`config.mk`:
```
export PLATFORM = sky130hd
export DESIGN_NAME = io_uart_tx
export DESIGN_NICKNAME = d
export VERILOG_FILES = /design/src/rtl/io_uart_pkg.sv /design/src/rtl/io_uart_tx_fifo.sv /design/src/rtl/io_uart_tx.sv
export SDC_FILE = /design/constraint.sdc
export NUM_CORES = 1
export LEC_CHECK = 0
export CAP_MARGIN = 40
export CORE_ASPECT_RATIO = 0.9
export CORE_MARGIN = 4
export CORE_UTILIZATION = 55
export CTS_CLUSTER_DIAMETER = 80
export DETAILED_ROUTE_END_ITERATION = 8
export PLACE_DENSITY = 0.83
export SYNTH_ARGS = -nofsm -noshare
export SYNTH_HDL_FRONTEND = slang
export SYNTH_SLANG_ARGS = --single-unit
export TNS_END_PERCENT = 20
```
`constraint.sdc`:
```
create_clock -name Clock -period 3.4 [get_ports Clock]
set_input_delay 0.34 -clock Clock [delete_from_list [all_inputs] [get_ports Clock]]
set_output_delay 0.34 -clock Clock [all_outputs]
set_load 0.005 [all_outputs]
```
`src/rtl/io_uart_pkg.sv`:
```
// Shared types and helpers for the TinyComp IO-bus UART blocks.
package io_uart_pkg;

    localparam int FRAME_BITS = 10;  // start + 8 data + stop
    localparam int DATA_BITS  = 8;

    // Serializer state; explicit encoding keeps it stable across tools.
    typedef enum logic [1:0] {
        IDLE  = 2'd0,
        START = 2'd1,
        DATA  = 2'd2,
        STOP  = 2'd3
    } uart_state_e;

    // One IO bus transaction as seen by a responder.
    typedef struct packed {
        logic       strobe;
        logic       write;
        logic [3:0] addr;
        logic [7:0] wdata;
    } io_req_t;

    // Clocks per serial bit, rounded to nearest.
    function automatic int baud_div(input longint clk_hz, input longint baud);
        return int'((clk_hz + baud / 2) / baud);
    endfunction

    // Bits needed to index n distinct values (at least 1).
    function automatic int ctr_w(input int n);
        return (n > 1) ? $clog2(n) : 1;
    endfunction

    // Bits needed for an occupancy count 0..depth.
    function automatic int cnt_w(input int depth);
        return $clog2(depth) + 1;
    endfunction

endpackage

```
`src/rtl/io_uart_tx_fifo.sv`:
```
// Circular synchronous FIFO, first-word-fall-through head on rdata.
// Push while full and pop while empty are ignored, so callers may leave them ungated.
module sync_fifo
    import io_uart_pkg::*;
#(
    parameter int WIDTH = 8,
    parameter int DEPTH = 16,
    localparam int PTR_W = ctr_w(DEPTH),
    localparam int CNT_W = cnt_w(DEPTH)
) (
    input  logic             Clock,
    input  logic             Reset,
    input  logic             push,
    input  logic             pop,
    input  logic [WIDTH-1:0] wdata,
    output logic [WIDTH-1:0] rdata,
    output logic             full,
    output logic             empty,
    output logic [CNT_W-1:0] count
);

    logic [WIDTH-1:0] mem [DEPTH];
    logic [PTR_W-1:0] wr_ptr, rd_ptr;
    logic             do_push, do_pop;

    // Full/empty come from the registered count, i.e. the pre-edge occupancy.
    assign full    = (count == CNT_W'(DEPTH));
    assign empty   = (count == '0);
    assign do_push = push & ~full;
    assign do_pop  = pop & ~empty;
    assign rdata   = mem[rd_ptr];

    // Storage needs no reset; only entries between the pointers are ever read.
    always_ff @(posedge Clock) begin
        if (do_push) mem[wr_ptr] <= wdata;
    end

    // Pointers wrap naturally because DEPTH is a power of two.
    always_ff @(posedge Clock) begin
        if (Reset) begin
            wr_ptr <= '0;
            rd_ptr <= '0;
            count  <= '0;
        end else begin
            if (do_push) wr_ptr <= wr_ptr + 1'b1;
            if (do_pop)  rd_ptr <= rd_ptr + 1'b1;
            case ({do_push, do_pop})
                2'b10:   count <= count + 1'b1;
                2'b01:   count <= count - 1'b1;
                default: count <= count;
            endcase
        end
    end

endmodule

```
`src/rtl/io_uart_tx.sv`:
```
// Buffered 8N1 transmitter answering IO writes to DEV_ADDR.
// Optional sticky overflow flag: define IO_UART_TX_OVERFLOW_EN to add txOverflow.
module io_uart_tx
    import io_uart_pkg::*;
#(
    parameter int         CLK_HZ   = 50000000,
    parameter int         BAUD     = 115200,
    parameter int         DEPTH    = 16,
    parameter logic [3:0] DEV_ADDR = 4'd3
) (
    input  logic       Clock,
    input  logic       Reset,
    input  logic       ioStrobe,
    input  logic       ioWrite,
    input  logic [3:0] ioAddr,
    input  logic [7:0] ioWData,
    output logic       txSpace,
    output logic       txIdle,
    output logic       TxD
`ifdef IO_UART_TX_OVERFLOW_EN
    ,
    output logic       txOverflow
`endif
);

    localparam int                DIV      = baud_div(CLK_HZ, BAUD);
    localparam int                BAUD_W   = ctr_w(DIV);
    localparam int                CNT_W    = cnt_w(DEPTH);
    localparam logic [BAUD_W-1:0] DIV_LAST = BAUD_W'(DIV - 1);

    io_req_t                req;
    logic                   wr_hit, rd_hit;
    logic                   fifo_pop, fifo_full, fifo_empty;
    logic [DATA_BITS-1:0]   fifo_head;
    logic [CNT_W-1:0]       fifo_count;

    uart_state_e            state;
    logic [BAUD_W-1:0]      baud_cnt;
    logic [2:0]             bit_cnt;
    logic [DATA_BITS-1:0]   shift;
    logic                   bit_done;

    assign req    = io_req_t'{ioStrobe, ioWrite, ioAddr, ioWData};
    assign wr_hit = req.strobe & req.write & (req.addr == DEV_ADDR);
    assign rd_hit = req.strobe & ~req.write & (req.addr == DEV_ADDR);

    assign txSpace  = ~fifo_full;
    assign txIdle   = (fifo_count == '0) & (state == IDLE);
    assign bit_done = (baud_cnt == DIV_LAST);

    // A new frame starts from IDLE, or straight out of STOP for gapless bursts.
    assign fifo_pop = ~fifo_empty & ((state == IDLE) | ((state == STOP) & bit_done));

    sync_fifo #(
        .WIDTH (DATA_BITS),
        .DEPTH (DEPTH)
    ) u_fifo (
        .Clock (Clock),
        .Reset (Reset),
        .push  (wr_hit),
        .pop   (fifo_pop),
        .wdata (req.wdata),
        .rdata (fifo_head),
        .full  (fifo_full),
        .empty (fifo_empty),
        .count (fifo_count)
    );

    // Serializer: baud counter restarts on every bit so a frame never drifts.
    always_ff @(posedge Clock) begin
        if (Reset) begin
            state    <= IDLE;
            baud_cnt <= '0;
            bit_cnt  <= '0;
            shift    <= '0;
            TxD      <= 1'b1;
        end else begin
            baud_cnt <= ((state == IDLE) || bit_done) ? '0 : baud_cnt + 1'b1;
            case (state)
                IDLE: begin
                    if (!fifo_empty) begin
                        shift <= fifo_head;
                        TxD   <= 1'b0;
                        state <= START;
                    end
                end
                START: begin
                    if (bit_done) begin
                        TxD     <= shift[0];
                        shift   <= {1'b0, shift[DATA_BITS-1:1]};
                        bit_cnt <= '0;
                        state   <= DATA;
                    end
                end
                DATA: begin
                    if (bit_done) begin
                        if (bit_cnt == 3'(DATA_BITS - 1)) begin
                            TxD   <= 1'b1;
                            state <= STOP;
                        end else begin
                            TxD     <= shift[0];
                            shift   <= {1'b0, shift[DATA_BITS-1:1]};
                            bit_cnt <= bit_cnt + 1'b1;
                        end
                    end
                end
                STOP: begin
                    if (bit_done) begin
                        if (!fifo_empty) begin
                            shift <= fifo_head;
                            TxD   <= 1'b0;
                            state <= START;
                        end else begin
                            state <= IDLE;
                        end
                    end
                end
                default: state <= IDLE;
            endcase
        end
    end

`ifdef IO_UART_TX_OVERFLOW_EN
    // Sticky record of a dropped write; a status read clears it, a new drop wins.
    always_ff @(posedge Clock) begin
        if (Reset)                   txOverflow <= 1'b0;
        else if (wr_hit & fifo_full) txOverflow <= 1'b1;
        else if (rd_hit)             txOverflow <= 1'b0;
    end
`endif

endmodule

```
**Word level (Yosys, flattened, before mapping)**

Memory sizes are Yosys's and may differ from the RTL's. A register that Yosys moved wholly into a read port is not among the register bits.
Index checks and enable logic that the tools add are counted.
W data, S select, Z words.

- Bits in registers: 36
- Memory bits (writable): 128
- Bits of input ports: 16
- Output and inout bits: 3
- Word-level logic and storage cells: 78
- Memories: 1

- $add $sub $neg: 6
- Equality and inequality tests: 15
- Mux-type cells: 28
- Bitwise operators: 10
- Reduce and logical (&&, ||, !) cells: 10

Memory list:

| memory | depth | width | rd ports | clocked after Yosys merged registers in | wr ports | RTL line | source |
|---|---|---|---|---|---|---|---|
| u_fifo.mem | 16 | 8 | 1 | 1 | 1 | io_uart_tx_fifo.sv:22 | `logic [WIDTH-1:0] mem [DEPTH];` |

Operators with widths:

| kind | count |
|---|---|
| $mux W8 | 5 |
| $pmux W8 S4 | 1 |
| $ne A2 B2 Y1 const B | 6 |
| $mux W2 | 5 |
| $pmux W5 S2 | 1 |
| $add A9 B1 Y9 const B | 1 |
| $eq A9 B9 Y1 const B | 1 |
| $mux W3 | 3 |
| $add A4 B1 Y4 const B | 2 |
| $mux W1 | 8 |
| $mux W4 | 2 |
| $pmux W2 S4 | 1 |
| $reduce_and A4 Y1 | 2 |
| $and A1 B1 Y1 | 7 |
| $eq A2 B2 Y1 const B | 3 |
| $pmux W3 S2 | 1 |
| $add A5 B1 Y5 const B | 1 |
| $eq A5 B5 Y1 const B | 1 |
| $logic_not A5 Y1 | 1 |
| $reduce_and A5 Y1 | 1 |
| $sub A5 B1 Y5 const B | 1 |
| $eq A2 B1 Y1 const B | 2 |
| $eq A4 B2 Y1 const B | 1 |
| $pmux W1 S4 | 1 |
| other kinds (9) | 11 |

**Longest topological paths before layout**

Gate-level depths: netlist (run 1).

- Depth after elaboration: 7
- Depth in mapped cells: 14
- Depth with buffers taken out: 13

**Modules after synthesis**

Synthesis (run 1) repeated with hierarchy kept, for this count alone.

- Cells, all modules: 443
- Area total of the unflattened synthesis: 7225.7 um2

Modules (own cells, without submodules):

| module | times used | cells an instance | area each (um2) |
|---|---|---|---|
| sync_fifo | 1 | 305 | 5974.5 |
| io_uart_tx | 1 | 138 | 1251.2 |

**Least setup slack after synthesis (run 1)**

OpenSTA, ideal clock, no wires.

- Path kind: register to register
- Start: reg baud_cnt[1]
- End: reg u_fifo.count[4]
- Library setup time: 130 ps
- Data arrival time: 2976 ps
- Slack: 294 ps
- Stages on the path, launching flop included: 14
- Buffers on the path: 1
- Period minus slack after synthesis: 3106 ps
- Path through: dfxtp_1 > inv_1 > ha_1 > and4b_1 > a31oi_1 > nor2_1 > ha_1 > clkbuf_1 > xor2_1 > ha_1 > a31o_2 > or4_1 > a21oi_1 > o32ai_1

- Cells in the longest elaborated chain, start to end: 7

Ends and longest elaborated chain:

| what | RTL line | source |
|---|---|---|
| from (decl) | io_uart_tx.sv:38 | `logic [BAUD_W-1:0] baud_cnt;` |
| from (signal assigned) | io_uart_tx.sv:78 | `baud_cnt <= ((state == IDLE) \|\| bit_done) ? '0 : baud_cnt + 1'b1;` |
| $eq A9 B9 Y1 (*) | io_uart_tx.sv:49 | `assign bit_done = (baud_cnt == DIV_LAST);` |
| $and A1 B1 Y1 (*) | io_uart_tx.sv:52 | `assign fifo_pop = ~fifo_empty & ((state == IDLE) \| ((state == STOP) & bit_done));` |
| $or A1 B1 Y1 (*) | io_uart_tx.sv:52 |  |
| $and A1 B1 Y1 (*) | io_uart_tx.sv:52 |  |
| $and A1 B1 Y1 (*) | io_uart_tx_fifo.sv:30 | `assign do_pop = pop & ~empty;` |
| named net u_fifo.do_pop | io_uart_tx_fifo.sv:24 | `logic do_push, do_pop;` |
| $eq A2 B1 Y1 or $eq A2 B2 Y1 (tied branches) | io_uart_tx_fifo.sv:47 | `case ({do_push, do_pop})` |
| $pmux W5 S2 or $reduce_bool A2 Y1 (tied branches) | n/a |  |
| to (signal assigned) | io_uart_tx_fifo.sv:48 | `2'b10: count <= count + 1'b1;` |
| to (signal assigned) | io_uart_tx_fifo.sv:49 | `2'b01: count <= count - 1'b1;` |
| to (signal assigned) | io_uart_tx_fifo.sv:50 | `default: count <= count;` |
| to (decl) | io_uart_tx_fifo.sv:19 | `output logic [CNT_W-1:0] count` |

The timed path passes the listed nets; every way through them passes the cells marked *.
A chain may end at the register's enable or synchronous reset.

**Worst setup path in the final report (run 1)**

- Start: reg u_fifo.count[1]
- End: reg u_fifo.count[4]

- Cells in the longest elaborated chain, start to end: 6

Ends and longest elaborated chain:

| what | RTL line | source |
|---|---|---|
| $logic_not A5 Y1 (*) | io_uart_tx_fifo.sv:28 | `assign empty = (count == '0);` |
| $not A1 Y1 (*) | io_uart_tx_fifo.sv:30, io_uart_tx.sv:52 |  |
| $and A1 B1 Y1 | io_uart_tx.sv:52 |  |
| $and A1 B1 Y1 (*) | io_uart_tx_fifo.sv:30 |  |
| named net u_fifo.do_pop | io_uart_tx_fifo.sv:24 |  |
| $eq A2 B1 Y1 or $eq A2 B2 Y1 (tied branches) | io_uart_tx_fifo.sv:47 |  |
| $pmux W5 S2 or $reduce_bool A2 Y1 (tied branches) | n/a |  |

Marked as above.

==> run summary, run 1 <==
====================================================================================
Largest net degree at the start of global routing .....................           37
Mapped Cells ..........................................................          445
Main synth FF type ....................................................     edfxtp_1
Synth warn ............................................................            0
Die X-Extent ..........................................................       127 um
Fin crit share ........................................................        0.915
Total routing usage reported by global routing ........................        0.197
Buffer type at the clock tree root ....................................    clkbuf_16
H-tree lvl count ......................................................            4
Post-synthesis net count ..............................................          478
Number of max-capacitance violations reported .........................            0
Hold-fix buffer count after cts .......................................            0
Total chip power ......................................................      5.46 mW
Placed wire-length estimate after detailed placement ..................      8.50 mm
Boundary Pins .........................................................           19
Number of enable flip-flop cells after synthesis ......................          128
Routed length per placed instance .....................................      20.0 um
Worst setup SP type ...................................................    flip-flop
Antenna diode count ...................................................            0
Detailed-router iteration count before antenna repair .................            5
Adder and majority cell fraction of the synthesized area ..............       0.0301
Effective utilization at floorplan ....................................        0.559
Number of vias in the routed layout ...................................        3,814
Category of the worst setup path capture point ........................    flip-flop
Share of flip-flops with an asynchronous set or reset after synthesis .            0
Setup violations, final ...............................................            0
Routability congestion estimate .......................................        0.847
Complex-gate fraction of the synthesized area .........................       0.0471
R2R Path Start ........................................................ u_fifo.count[1]
Count of nets left with antenna violations after detail routing .......            0
Clk slew on worst S/H paths ...........................................      0.07 ns
Result of the run ..................................................... finished clean
Leading cell types in the layout, fill and taps excluded .............. 128 x edfxtp_1, 57 x nor2_1, 40 x mux4_2
Final hold slack ......................................................     0.479 ns
Number of unique standard cell types used by synthesis ................           56
Crit Path Class .......................................................   reg -> reg
Vias in the first global route ........................................        3,935
Overflow after GRT ....................................................            0
Die Ht ................................................................       116 um
Utilization after layout ..............................................        0.635
Cells traversed along the worst timing path ........................... nor4_4 -> and2_1 -> nor2_1 -> ha_2 -> xor2_1 -> ha_1 -> a31o_2 -> or4_1 -> a21oi_1 -> o32ai_1
Pin slew with the least headroom to its limit .........................     0.746 ns
Reg area ..............................................................     4650 um2
Die Outline Area ......................................................   14,700 um2
Setup skew after layout ...............................................   0.00942 ns
Final setup slack of the worst path ...................................     0.291 ns
Number of antenna violations at the first check in global routing .....            0
Hold Vio Cnt, Final ...................................................            0
Area fraction in and, or, nand and nor cells after synthesis ..........       0.0857
Share of cell area taken by muxes after synthesis .....................        0.136
I/O Buffers ...........................................................           18
Setup tns final .......................................................         0 ns
Sequential share of the synthesized area ..............................        0.657
Post-route cell area ..................................................     8020 um2
Crit path time final ..................................................      3.11 ns
Synthesized area divided by synthesized cell count ....................     15.9 um2
Class of the tightest hold or removal check ...........................   reg -> reg
Area Overhead vs Synth ................................................        13.5%
Clock sink count ......................................................          168
RSZ-0062 raised after global routing ..................................           no
Largest family of logic cells by synthesized area ..................... multiplexers
Drt initial violations ................................................          258
Relative slew slack ...................................................        0.501
Crit path max fanout ..................................................           10
Clock insertion delay at the later pin of the skew report .............      0.43 ns
Static leakage power ..................................................      2.63 nW
Dpl cells .............................................................          623
Critical path's slowest cell ..........................................        or4_1
Placed standard-cell area .............................................     7480 um2
Critical Path Start ................................................... u_fifo.count[1]
Register bit total from synthesis .....................................          168
Power density of the placed cells .....................................   681 nW/um2
Total CTS buffers .....................................................           17
Xor-xnor portion of the synthesized cell area .........................       0.0198
WP data arrival .......................................................      3.42 ns
Critical hold path startpoint .........................................  baud_cnt[0]
Achievable clock frequency ............................................      322 MHz
Most common cell after layout, fill and taps aside ....................     edfxtp_1
Buffers from clock root to sink, at most ..............................            2
CP Data Required Time .................................................      3.71 ns
Post-Syn Area .........................................................     7070 um2
Drt total wl ..........................................................      13.1 mm
Residual DRC count ....................................................            0
Max-slew violation total from the final report ........................            0
Global-route wire length before repair ................................      21.6 mm
Number of core rows ...................................................           39
Number of nets in the layout ..........................................          511
Post-placement setup slack ............................................    0.0840 ns
Max stage delay on crit path ..........................................      0.48 ns
Routed via count divided by cell count ................................         5.82
Multi-input gate area .................................................     2250 um2
TritonCTS clock tree ..................................................          yes
Fill cell count .......................................................          887
Layout cells sized above 1 ............................................        0.220
Maximum resistive drop on vdd .........................................   0.000448 V
Core Box Area .........................................................   12,600 um2
Post-layout instance count excluding filler cells .....................          655
====================================================================================
critical path: cells and delay by family (launching register included):
family / cells / cell delay [ns]
AO/OA/AOI/OAI: 3 / 0.52
adder cells (fa/ha/maj): 2 / 0.51
AND/OR/NAND/NOR: 4 / 1.39
flip-flops: 1 / 0.40
XOR/XNOR: 1 / 0.16
cell families after synthesis:
logic type               count (synthesis)
AND/OR/NAND/NOR                        128
XOR/XNOR                                16
buffers and inverters                   33
multiplexers                            46
adder cells (fa/ha/maj)                 17
flip-flops                             168
AO/OA/AOI/OAI                           37
registers in the layout, indices dropped and copies added (netlist names), named ones only:
signal	flops
TxD	1
baud_cnt	9
bit_cnt	3
shift	8
state	2
u_fifo.count	5
u_fifo.mem	128
u_fifo.rd_ptr	4
u_fifo.wr_ptr	4
worst paths after layout:
| path | endpoint | depth (start not counted) | slack (ns) |
|---|---|---|---|
| setup / recovery | u_fifo.count[4] | 10 | 0.29 |
| hold / removal | baud_cnt[0] | 1 | 0.48 |
| setup reg to reg | u_fifo.count[4] | 10 | 0.29 |
| hold reg to reg | baud_cnt[0] | 1 | 0.48 |
cell usage after synthesis, drive strengths merged, types with 2 or more instances:
cell | count | area, um2
a2111oi | 2 | 36.3
mux4 | 40 | 901
dfxtp | 40 | 801
nor3 | 8 | 40.0
or3 | 2 | 17.5
mux2i | 6 | 60.1
a21oi | 6 | 30.0
edfxtp | 128 | 3840
and2 | 4 | 25.0
nor2 | 58 | 220
clkbuf | 10 | 37.5
a31o | 2 | 17.5
a311oi | 7 | 67.6
a21boi | 2 | 26.3
xnor2 | 8 | 70.1
xor2 | 8 | 70.1
a211oi | 2 | 20.0
o21ai | 5 | 25.0
ha | 17 | 213
or3b | 2 | 17.5
nand3 | 6 | 30.0
inv | 10 | 37.5
nand2b | 5 | 31.3
nor4 | 2 | 27.5
nand4 | 4 | 25.0
nand2 | 30 | 113
buf | 13 | 95.1
layer usage:
layer	vias to the layer above	wire length, um	global-route usage
li1	1773	-	-
met1	1921	5620	0.255
met2	104	6630	0.321
met3	16	639	0.0599
met4	0	230	0.0708
met5	-	0	0
area by class of cell:
type	instances	share of cell area
Timing Repair Buffer	37	0.0418
Tap cell	164	0.0256
Clock buffer	17	0.0530
Inverter	10	0.00468
Clock inverter	15	0.0148
Sequential cell	168	0.579
Multi-Input combinational cell	244	0.281
power by group:
| part | switching (mW) | internal [mW] | leakage [nW] |
|---|---|---|---|
| combinational | 0.649 | 0.631 | 0.875 |
| clock | 0.832 | 0.951 | 0.274 |
| sequential | 0.109 | 2.29 | 1.48 |
repair_timing:
item | in CTS | in global routing
gates resized for setup | 0 | 1
setup endpoints to repair | 0 | 1
buffers inserted | 0 | 0
Note: power is estimated with default switching activity, not from simulation.
==> inputs of run 2 (changes only) <==
CAP_MARGIN = 10   (was 40)
==> results of run 2 <==
No change in the layout: final DEF, timing and power equal those of run 1.
==> inputs of run 3 (changes only) <==
RECOVER_POWER = 100   (was unset)
==> run 3 against run 2 <==
Via count fell by 0.89%. Clock power hardly changed. Clock-buffer cell count stayed put. Utilization is 0.75 points lower. Critical path type unchanged. Largest power group unchanged. Highest routed layer unchanged.
==> run summary, run 3 (same netlist as run 1, synthesis figures left out) <==
==================================================================================
Result of the run ................................................... finished clean
WP data arrival .....................................................      3.43 ns   about the same
Register containing the most flip-flops in the final layout .........   u_fifo.mem
Leading cell types in the layout, fill and taps excluded ............ 128 x edfxtp_1, 57 x nor2_1, 40 x dfxtp_1, 40 x mux4_2, 30 x nand2_1
RSZ-0062 raised after global routing ................................           no
Utilization after layout ............................................        0.627   -0.00752
Boundary Pins .......................................................           19   unchanged
I/O Buffers .........................................................           18   unchanged
Max-slew violation total from the final report ......................            0   unchanged
Fill cell count .....................................................          912   +2.8%
Achievable clock frequency ..........................................      320 MHz   -0.52%
Routed length per placed instance ...................................      20.0 um   about the same
Effective utilization at floorplan ..................................        0.559   unchanged
Routed via count divided by cell count ..............................         5.77   -0.89%
Die Outline Area ....................................................   14,700 um2   unchanged
Number of antenna violations at the first check in global routing ...            0   unchanged
Static leakage power ................................................      2.55 nW   -2.9%
Detailed-router iteration count before antenna repair ...............            5   unchanged
Relative slew slack .................................................        0.293   -0.208
Flip-flop count of the largest register, all copies and words added .          128   unchanged
Class of the tightest hold or removal check .........................   reg -> reg
Number of vias in the routed layout .................................        3,780   -0.89%
Pin slew with the least headroom to its limit .......................      1.06 ns   +0.313 ns
Count of nets left with antenna violations after detail routing .....            0   unchanged
Layout cells sized above 1 ..........................................        0.179   -0.0407
Critical path's slowest cell ........................................        or4_1
Post-CTS setup repair buffer count ..................................            0   unchanged
Buffer type at the clock tree root ..................................    clkbuf_16
Setup violations, final .............................................            0   unchanged
Area Overhead vs Synth ..............................................        12.2%
Routability congestion estimate .....................................        0.847   unchanged
Largest regs ........................................................ u_fifo.mem (128), baud_cnt (9), shift (8)
Power density of the placed cells ...................................   684 nW/um2   +0.44%
Total routing usage reported by global routing ......................        0.197   unchanged
Drt total wl ........................................................      13.1 mm   about the same
Number of core rows .................................................           39   unchanged
Crit Path Class .....................................................   reg -> reg
Number of max-capacitance violations reported .......................            0   unchanged
Hold Vio Cnt, Final .................................................            0   unchanged
Crit path time final ................................................      3.13 ns   +0.0163 ns
Clock insertion delay at the later pin of the skew report ...........      0.44 ns   about the same
Maximum resistive drop on vdd .......................................   0.000467 V   +4.3%
TritonCTS clock tree ................................................          yes
Cts repair resizes ..................................................            0   unchanged
Worst setup SP type .................................................    flip-flop
Global-route wire length before repair ..............................      21.6 mm   unchanged
Vias in the first global route ......................................        3,935   unchanged
Die Ht ..............................................................       116 um   unchanged
Buffers from clock root to sink, at most ............................            2   unchanged
Largest net degree at the start of global routing ...................           37   unchanged
Hold-fix buffer count after cts .....................................            0   unchanged
Antenna diode count .................................................            0   unchanged
Most common cell after layout, fill and taps aside ..................     edfxtp_1
CP Data Required Time ...............................................      3.71 ns   about the same
Clk slew on worst S/H paths .........................................      0.06 ns   about the same
Cells traversed along the worst timing path ......................... nor4_4 -> and2_1 -> nor2_1 -> ha_2 -> xor2_1 -> ha_1 -> a31o_2 -> or4_1 -> a21oi_1 -> o32ai_1
Setup tns final .....................................................         0 ns   unchanged
Drt initial violations ..............................................          273   +5.8%
Die X-Extent ........................................................       127 um   unchanged
Max stage delay on crit path ........................................      0.49 ns   about the same
Fin crit share ......................................................        0.919   +0.00480
Residual DRC count ..................................................            0   unchanged
H-tree lvl count ....................................................            4   unchanged
Total CTS buffers ...................................................           17   unchanged
Core Box Area .......................................................   12,600 um2   unchanged
Crit path max fanout ................................................           10   unchanged
Category of the worst setup path capture point ......................    flip-flop
Number of nets in the layout ........................................          511   unchanged
Overflow after GRT ..................................................            0   unchanged
Setup skew after layout .............................................    0.0173 ns   +0.00791 ns
Clock sink count ....................................................          168   unchanged
Placed wire-length estimate after detailed placement ................      8.50 mm   unchanged
==================================================================================
run 3: worst max-delay path: cells and delay by family, from the launching register on:
family / cells / cell delay [ns]
flip-flops: 1 / 0.40
adder cells (fa/ha/maj): 2 / 0.51
AO/OA/AOI/OAI: 3 / 0.50
AND/OR/NAND/NOR: 4 / 1.41
XOR/XNOR: 1 / 0.16
run 3: stage by stage:
| stage | power, mW | hold slack, ns | setup WS (ns) | instance area [um2] | instances |
|---|---|---|---|---|---|
| final | 5.42 | 0.479 | 0.274 | 7930 | 655 |
| after global routing | 5.69 | 0.505 | 0.0656 | 7930 | 655 |
| after CTS | 5.51 | 0.484 | 0.221 | 8020 | 655 |
| after detailed placement | 3.71 | 0.469 | 0.0840 | 7480 | 623 |
| after global placement | 3.65 | 0.454 | 0.225 | 7480 | 623 |
| after floorplan | 3.43 | 0.439 | 0.294 | 7070 | 445 |
run 3: layer usage:
metal / wire, um / share of wire / up-vias / GRT usage
li1: - / - / 1775 / -
met1: 5640 / 0.43 / 1903 / 0.255
met2: 6650 / 0.51 / 92 / 0.321
met3: 648 / 0.049 / 10 / 0.0599
met4: 167 / 0.013 / 0 / 0.0708
met5: 0 / 0 / - / 0
run 3: report_power, final:
part	total (mW)	internal [mW]	switching, mW
logic	1.24	0.595	0.646
registers	2.40	2.29	0.107
clock network	1.78	0.951	0.834
total	5.42	3.84	1.59
run 3: cell type report:
type                            count  area [um2]  share of cell area
Clock buffer                       17         425              0.0537
Multi-Input combinational cell    244        2230               0.282
Timing Repair Buffer               37         263              0.0331
Sequential cell                   168        4640               0.586
Tap cell                          164         205              0.0259
Clock inverter                     15         119              0.0150
Inverter                           10        37.5             0.00473
run 3: final timing paths:
check,slack (ns),startpoint,depth (start not counted),to
max,0.27,u_fifo.count[1],10,u_fifo.count[4]
min,0.48,baud_cnt[0],1,baud_cnt[0]
max reg2reg,0.27,u_fifo.count[1],10,u_fifo.count[4]
min reg2reg,0.48,baud_cnt[0],1,baud_cnt[0]
